## src/rtl/mac_operand_sequencer.sv

```systemverilog
// Operand sequencer for the MAC multiply datapath: splits an (A, B) pair into per-beat B limbs with fixed A lanes.
// Optional build macro MAC_SEQ_SKIP_ZERO_EN skips all-zero B limbs except the final one.
module mac_operand_sequencer #(
  parameter int MAC_CONF_WIDTH = 2,
  parameter int MAC_MIN_WIDTH  = 8,
  parameter int MAC_IN_WIDTH   = 4 * MAC_MIN_WIDTH
) (
  input  logic                      clk,
  input  logic                      rst,
  input  logic                      en,
  input  logic                      in_valid,
  output logic                      in_ready,
  input  logic [MAC_CONF_WIDTH-1:0] in_cfg,
  input  logic [MAC_IN_WIDTH-1:0]   in_a,
  input  logic [MAC_IN_WIDTH-1:0]   in_b,
  output logic                      out_valid,
  input  logic                      out_ready,
  output logic [MAC_CONF_WIDTH-1:0] out_cfg,
  output logic [MAC_MIN_WIDTH-1:0]  out_b2,
  output logic [MAC_MIN_WIDTH-1:0]  out_a0,
  output logic [MAC_MIN_WIDTH-1:0]  out_a1,
  output logic [MAC_MIN_WIDTH-1:0]  out_a2,
  output logic [MAC_MIN_WIDTH-1:0]  out_a3,
  output logic [1:0]                out_idx,
  output logic                      out_last
);

  localparam int W = MAC_MIN_WIDTH;

  localparam logic STATE_IDLE  = 1'b0;
  localparam logic STATE_ISSUE = 1'b1;

  localparam logic [MAC_CONF_WIDTH-1:0] CFG_SINGLE = MAC_CONF_WIDTH'(0);
  localparam logic [MAC_CONF_WIDTH-1:0] CFG_DUAL   = MAC_CONF_WIDTH'(1);
  localparam logic [MAC_CONF_WIDTH-1:0] CFG_QUAD   = MAC_CONF_WIDTH'(2);

  logic                      state_q, state_d;
  logic [MAC_IN_WIDTH-1:0]   b_q, b_d;
  logic [1:0]                last_idx_q, last_idx_d;
  logic                      out_valid_q, out_valid_d;
  logic                      out_last_q, out_last_d;
  logic [1:0]                out_idx_q, out_idx_d;
  logic [W-1:0]              out_b2_q, out_b2_d;
  logic [W-1:0]              out_a0_q, out_a0_d;
  logic [W-1:0]              out_a1_q, out_a1_d;
  logic [W-1:0]              out_a2_q, out_a2_d;
  logic [W-1:0]              out_a3_q, out_a3_d;
  logic [MAC_CONF_WIDTH-1:0] out_cfg_q, out_cfg_d;

  logic [MAC_CONF_WIDTH-1:0] cfg_norm;
  logic [1:0]                last_in;
  logic [1:0]                first_idx;
  logic [1:0]                next_idx;
  logic [3:0]                nz_in;
  logic [3:0]                nz_q;
  logic                      accept;
  logic                      advance;

  // Lowest issuable limb index in [start, last_idx); falls back to last_idx, which is always issued.
  function automatic logic [1:0] pick_idx(input logic [3:0] nz, input logic [1:0] start,
                                          input logic [1:0] last_idx);
    logic [1:0] r;
    logic       found;
    r     = last_idx;
    found = 1'b0;
    for (int j = 0; j < 4; j++) begin
      if (!found && (j >= int'(start)) && (j < int'(last_idx)) && nz[j]) begin
        r     = 2'(j);
        found = 1'b1;
      end
    end
    return r;
  endfunction

  function automatic logic [W-1:0] limb_of(input logic [MAC_IN_WIDTH-1:0] b, input logic [1:0] k);
    logic [W-1:0] r;
    case (k)
      2'd0:    r = b[W-1:0];
      2'd1:    r = b[2*W-1:W];
      2'd2:    r = b[3*W-1:2*W];
      default: r = b[4*W-1:3*W];
    endcase
    return r;
  endfunction

`ifdef MAC_SEQ_SKIP_ZERO_EN
  assign nz_in = {|in_b[4*W-1:3*W], |in_b[3*W-1:2*W], |in_b[2*W-1:W], |in_b[W-1:0]};
  assign nz_q  = {|b_q[4*W-1:3*W],  |b_q[3*W-1:2*W],  |b_q[2*W-1:W],  |b_q[W-1:0]};
`else
  assign nz_in = 4'hF;
  assign nz_q  = 4'hF;
`endif

  assign in_ready = en & (state_q == STATE_IDLE);

  always_comb begin
    cfg_norm = ((in_cfg == CFG_DUAL) || (in_cfg == CFG_QUAD)) ? in_cfg : CFG_SINGLE;
    last_in  = (cfg_norm == CFG_QUAD) ? 2'd3 : ((cfg_norm == CFG_DUAL) ? 2'd1 : 2'd0);
    first_idx = pick_idx(nz_in, 2'd0, last_in);
    next_idx  = (out_idx_q == last_idx_q) ? last_idx_q
                                          : pick_idx(nz_q, out_idx_q + 2'd1, last_idx_q);
    accept  = in_valid & in_ready;
    advance = en & out_valid_q & out_ready & (state_q == STATE_ISSUE);

    state_d     = state_q;
    b_d         = b_q;
    last_idx_d  = last_idx_q;
    out_valid_d = out_valid_q;
    out_last_d  = out_last_q;
    out_idx_d   = out_idx_q;
    out_b2_d    = out_b2_q;
    out_a0_d    = out_a0_q;
    out_a1_d    = out_a1_q;
    out_a2_d    = out_a2_q;
    out_a3_d    = out_a3_q;
    out_cfg_d   = out_cfg_q;

    if (accept) begin
      // The first beat is built straight from the inputs so it appears one cycle after accept.
      state_d     = STATE_ISSUE;
      b_d         = in_b;
      last_idx_d  = last_in;
      out_cfg_d   = cfg_norm;
      out_valid_d = 1'b1;
      out_idx_d   = first_idx;
      out_b2_d    = limb_of(in_b, first_idx);
      out_last_d  = (first_idx == last_in);
      if (cfg_norm == CFG_QUAD) begin
        out_a0_d = in_a[W-1:0];
        out_a1_d = in_a[2*W-1:W];
        out_a2_d = in_a[3*W-1:2*W];
        out_a3_d = in_a[4*W-1:3*W];
      end else if (cfg_norm == CFG_DUAL) begin
        out_a0_d = '0;
        out_a1_d = '0;
        out_a2_d = in_a[W-1:0];
        out_a3_d = in_a[2*W-1:W];
      end else begin
        out_a0_d = '0;
        out_a1_d = '0;
        out_a2_d = in_a[W-1:0];
        out_a3_d = '0;
      end
    end else if (advance) begin
      if (out_last_q) begin
        state_d     = STATE_IDLE;
        out_valid_d = 1'b0;
        out_last_d  = 1'b0;
      end else begin
        out_idx_d  = next_idx;
        out_b2_d   = limb_of(b_q, next_idx);
        out_last_d = (next_idx == last_idx_q);
      end
    end
  end

  always_ff @(posedge clk or negedge rst) begin
    if (!rst) begin
      state_q     <= STATE_IDLE;
      b_q         <= '0;
      last_idx_q  <= '0;
      out_valid_q <= 1'b0;
      out_last_q  <= 1'b0;
      out_idx_q   <= '0;
      out_b2_q    <= '0;
      out_a0_q    <= '0;
      out_a1_q    <= '0;
      out_a2_q    <= '0;
      out_a3_q    <= '0;
      out_cfg_q   <= '0;
    end else begin
      state_q     <= state_d;
      b_q         <= b_d;
      last_idx_q  <= last_idx_d;
      out_valid_q <= out_valid_d;
      out_last_q  <= out_last_d;
      out_idx_q   <= out_idx_d;
      out_b2_q    <= out_b2_d;
      out_a0_q    <= out_a0_d;
      out_a1_q    <= out_a1_d;
      out_a2_q    <= out_a2_d;
      out_a3_q    <= out_a3_d;
      out_cfg_q   <= out_cfg_d;
    end
  end

  assign out_valid = out_valid_q;
  assign out_last  = out_last_q;
  assign out_idx   = out_idx_q;
  assign out_b2    = out_b2_q;
  assign out_a0    = out_a0_q;
  assign out_a1    = out_a1_q;
  assign out_a2    = out_a2_q;
  assign out_a3    = out_a3_q;
  assign out_cfg   = out_cfg_q;

endmodule
```

## config.mk

```make
export PLATFORM = sky130hd
export DESIGN_NAME = mac_operand_sequencer
export DESIGN_NICKNAME = d
export VERILOG_FILES = /design/src/rtl/mac_operand_sequencer.sv
export SDC_FILE = /design/constraint.sdc
export NUM_CORES = 1
export LEC_CHECK = 0
export CAP_MARGIN = 20
export CORE_MARGIN = 2
export CORE_UTILIZATION = 26
export DETAILED_ROUTE_END_ITERATION = 16
export PLACE_DENSITY = 0.57
export REMOVE_ABC_BUFFERS = 1
export SYNTH_ARGS = -nofsm -noshare
export SYNTH_HDL_FRONTEND = slang
export SYNTH_SLANG_ARGS = --single-unit
```

## constraint.sdc

```tcl
create_clock -name clk -period 5.33 [get_ports clk]
set_input_delay 1.066 -clock clk [delete_from_list [all_inputs] [get_ports clk]]
set_output_delay 1.066 -clock clk [all_outputs]
set_load 0.01 [all_outputs]
```

== After elaboration in Yosys (flattened, before gate mapping) ==
Cells that the tools add are included.

* Bits in registers: 80
* Logic and storage cells: 90
* Bits of input ports: 71

* Order comparisons: 9
* Add/subtract/negate cells: 1
* Equality and inequality tests: 12
* Bitwise gates (word level): 6
* Multiplexer cells: 33
* Reduce and logical (&&, ||, !) cells: 18

{| class="wikitable"
|+ Operators by type and width
! operator !! count
|-
| $mux W8 || 8
|-
| $pmux W8 S3 || 2
|-
| $mux W2 || 12
|-
| $mux W1 || 11
|-
| $eq A2 B1 Y1 const B || 4
|-
| $eq A2 B2 Y1 const B || 4
|-
| $lt A1 B2 Y1 const A || 4
|-
| $logic_and A1 B1 Y1 || 7
|-
| $eq A2 B2 Y1 || 3
|-
| $and A1 B1 Y1 || 5
|-
| $ge A1 B2 Y1 const A || 2
|-
| $logic_not A1 Y1 || 4
|-
| $logic_not A2 Y1 || 2
|-
| $lt A2 B2 Y1 const A || 2
|-
| $reduce_and A2 Y1 || 2
|-
| $reduce_bool A2 Y1 || 2
|-
| $add A2 B1 Y2 const B || 1
|-
| $ge A2 B2 Y1 const A || 1
|-
| $ne A2 B1 Y1 const B || 1
|-
| $logic_or A1 B1 Y1 || 1
|-
| $not A1 Y1 || 1
|}

== Longest topological paths before layout ==
* Word-level depth: 18
* Depth in mapped cells: 8
* Gate-level depth less buffers: 7

== Worst setup path after synthesis ==
Ideal clock, no wire load.

* Kind: input port to output port
* Start: input en
* End: output in_ready
* Cell stages on the path: 2
* Slack: 2736 ps
* Arrival time: 1528 ps
* Path through: clkbuf_1 nor2b_1

* Word-level cells in the longest chain between the ends: 1

{| class="wikitable"
|+ Ends and longest elaborated chain
! what !! RTL line !! source
|-
| start: declaration || 10 || <nowiki>input logic en,</nowiki>
|-
| $and A1 B1 Y1 || 94 || <nowiki>assign in_ready = en & (state_q == STATE_IDLE);</nowiki>
|-
| end: declaration || 12 || <nowiki>output logic in_ready,</nowiki>
|}

Every way passes these cells.

== Final worst setup path ==
Ends and elaborated chain as after synthesis.

==> impl_metrics.py <==
metrics = {
    "global_routing": {
        "antenna_found_initial": 0,
        "grt_overflow_total": 0,
        "grt_max_degree": 96,
        "track_usage_pct": 13.8,
        "grt_pass1_vias": 3353,
        "grt_pass1_wl_um": 17000,
    },
    "floorplanning": {
        "initial_core_util_pct": 26.3,
        "coreArea_um2": 14400,
        "ios": 118,
        "die_w_um": 125,
        "die_area_um2": 15500,
        "rows": 44,
        "dieHeight_um": 125,
    },
    "setup_path": {
        "crit_fanout": 7,
        "startpoint_type": "input pin",
        "required_ns": 4.26,
        "worstSetupPathType": "in -> out",
        "arrival_ns": 2.53,
        "reg2reg_depth": 6,
        "worstSetupEndpointType": "primary output",
        "ff2ff_setup_slack_ns": 2.60,
    },
    "finish": {
        "drive_above_1_share_pct": 12.5,
        "instances_no_fill": 657,
        "antennaDiodeCount": 0,
        "nNetsFinal": 545,
        "area_growth_pct": 42.4,
    },
    "logic_synthesis": {
        "syn-cell-area_um2": 3790,
        "synth-edff-count": 0,
        "yosys_register_bits": 79,
        "syn_area_per_cell_um2": 10.4,
        "yosys_warnings": 0,
        "synthFlopType": "dfrtp_1",
        "synth_cell_type_count": 45,
        "netlist_instances": 363,
        "synth-async-reset-ratio_pct": 100,
        "yosysSeqAreaShare_pct": 52.2,
    },
    "routing": {
        "wl_um": 10500,
        "vias_per_cell": 4.79,
        "final_antenna_net_count": 0,
        "drtPass1Iterations": 5,
        "remaining_drc_errors": 0,
        "vias": 3145,
        "dr.first_iter.drc_count": 192,
        "wire_per_inst_um": 16.0,
    },
    "timing": {
        "rsz0062_at_grt": "no",
        "hold_viol": 0,
        "relSlewSlack_pct": 38.3,
        "hold_slack_ns": 0.478,
        "min_period_over_period_pct": 67.5,
        "setup_tns_ns": 0,
        "skew_ns": 0.00470,
        "setup_viol_count_final": 0,
        "max_freq_ghz": 0.278,
        "report.final.slew_viol_count": 0,
        "tightest_slew_ns": 0.925,
        "min_period_ns": 3.60,
    },
    "run_status": {
        "status": "finished clean",
    },
    "placed_design": {
        "dpl.cell_count": 640,
        "io_buffers": 117,
        "dp_hpwl_um": 7370,
        "place_congestion": 0.775,
    },
    "power": {
        "p_per_area_nw_per_um2": 530,
        "leakage_uw": 0.00225,
        "ir_drop_mv": 0.176,
    },
    "clock_tree": {
        "cts_hold_buffers": 0,
        "clk_path_buf_depth": 2,
        "cts_setup_buffers": 0,
        "cts.repair.resized": 0,
        "htreeDepth": 3,
        "clk_pin_slew_ns": 0.06,
        "worstSkewPairLatency_ns": 0.33,
        "cts_tree": "yes",
        "clockRootBuffer": "clkbuf_16",
        "cts_inserted_buffers": 9,
        "cts.sinks": 79,
    },
    "min_path": {
        "hp-class": "reg -> reg",
        "hold_path_depth": 2,
    },
    "flow_run": {
        "cap_violations": 0,
    },
}
-- report_power, final --
group          switching, uW  internal, uW  leakage (uW)
clock network            225           325      0.000127
registers                175           866      0.000984
logic                    622           644       0.00114
-- sequential cells by signal, summed over array words and instances (netlist names) --
signal and count:
out_a1 8, out_valid 1, out_a3 8, out_b2 8, b_q 32, out_a2 8, out_last 1, out_a0 8
out_idx 2, out_cfg 1, last_idx_q 2
-- routing by layer --
layer / wire, um / vias to the layer above / track usage (%)
met2: 4770 / 92 / 21.4
met4: 323 / 0 / 7.27
met5: 0 / - / 0
li1: - / 1509 / -
met3: 642 / 21 / 3.65
met1: 4760 / 1523 / 17.7
-- cells in the final DEF (no fill, tap or decap), types with 4 or more instances in the layout --
master           count
nand2_1             66
mux2i_1              8
o31ai_1              7
a22o_1               6
dfrtp_1             79
mux2_2              34
and3_1               8
nor2_1              11
clkdlybuf4s50_1    116
ha_1                 4
clkbuf_16            9
a221oi_1             9
clkbuf_1             4
a21oi_1             13
a211oi_1            10
inv_1                7
o21ai_0             35
-- cells by family (layout without fill, tap and decap cells) --
kind of cell / count (synthesis) / after routing / share of synthesized area [%]
AOI/OAI and AO/OA: 104 / 104 / 18.2
xor gates and xnor gates: 2 / 2 / 0.661
adders and majority gates: 5 / 5 / 1.65
buffers and inverters: 33 / 143 / 3.64
DFF: 79 / 79 / 52.2
muxes: 42 / 42 / 12.2
and+or+nand+nor: 98 / 98 / 11.4
-- through the flow --
step	setup slack (ns)	utilization, %	power (uW)	cell area [um2]
floorplan	1.85	-	1730	3670
global placement	1.74	35.5	2280	5100
detailed placement	1.74	35.5	2320	5100
CTS	1.74	37.3	2890	5360
global route	1.67	37.5	3050	5390
finish	1.73	37.5	2860	5390
-- area by class of cell --
| type | instances | area [um2] |
|---|---|---|
| clock buffer | 14 | 254 |
| clock inverter | 1 | 5.00 |
| fill | 1454 | 8980 |
| inverter | 7 | 26.3 |
| multi-input combinational | 251 | 1680 |
| sequential | 79 | 1980 |
| tap | 184 | 230 |
| timing repair buffer | 121 | 1220 |
-- critical path, stage by stage --
cell and delay [ns]:
clkdlybuf4s50_1 0.63, nor2b_1 0.25, clkdlybuf4s50_1 0.58
-- cell usage after synthesis, types with 3 or more instances --
library cell,count,area (um2)
dfrtp_1,79,1980
nand2_1,66,248
o21ai_0,35,175
mux2_2,34,383
clkbuf_1,14,52.6
a21oi_1,13,65.1
nor2_1,11,41.3
a211oi_1,10,75.1
a221oi_1,9,78.8
and3_1,8,50.1
mux2i_1,8,80.1
inv_1,7,26.3
o31ai_1,7,52.6
a22o_1,6,52.6
buf_1,5,18.8
buf_2,5,25.0
ha_1,5,62.6
a31oi_1,3,18.8
o211a_1,3,30.0
o21ai_1,3,15.0
o22ai_1,3,18.8
-- final timing paths --
path	start	end
max	en	in_ready
min in group asynchronous	rst	out_a2[1]
min reg2reg	out_a1[2]	out_a1[2]
max in group asynchronous	rst	out_b2[0]
min	out_a1[2]	out_a1[2]
max reg2reg	out_idx[0]	out_b2[4]
(Power assumes the default switching activity.)
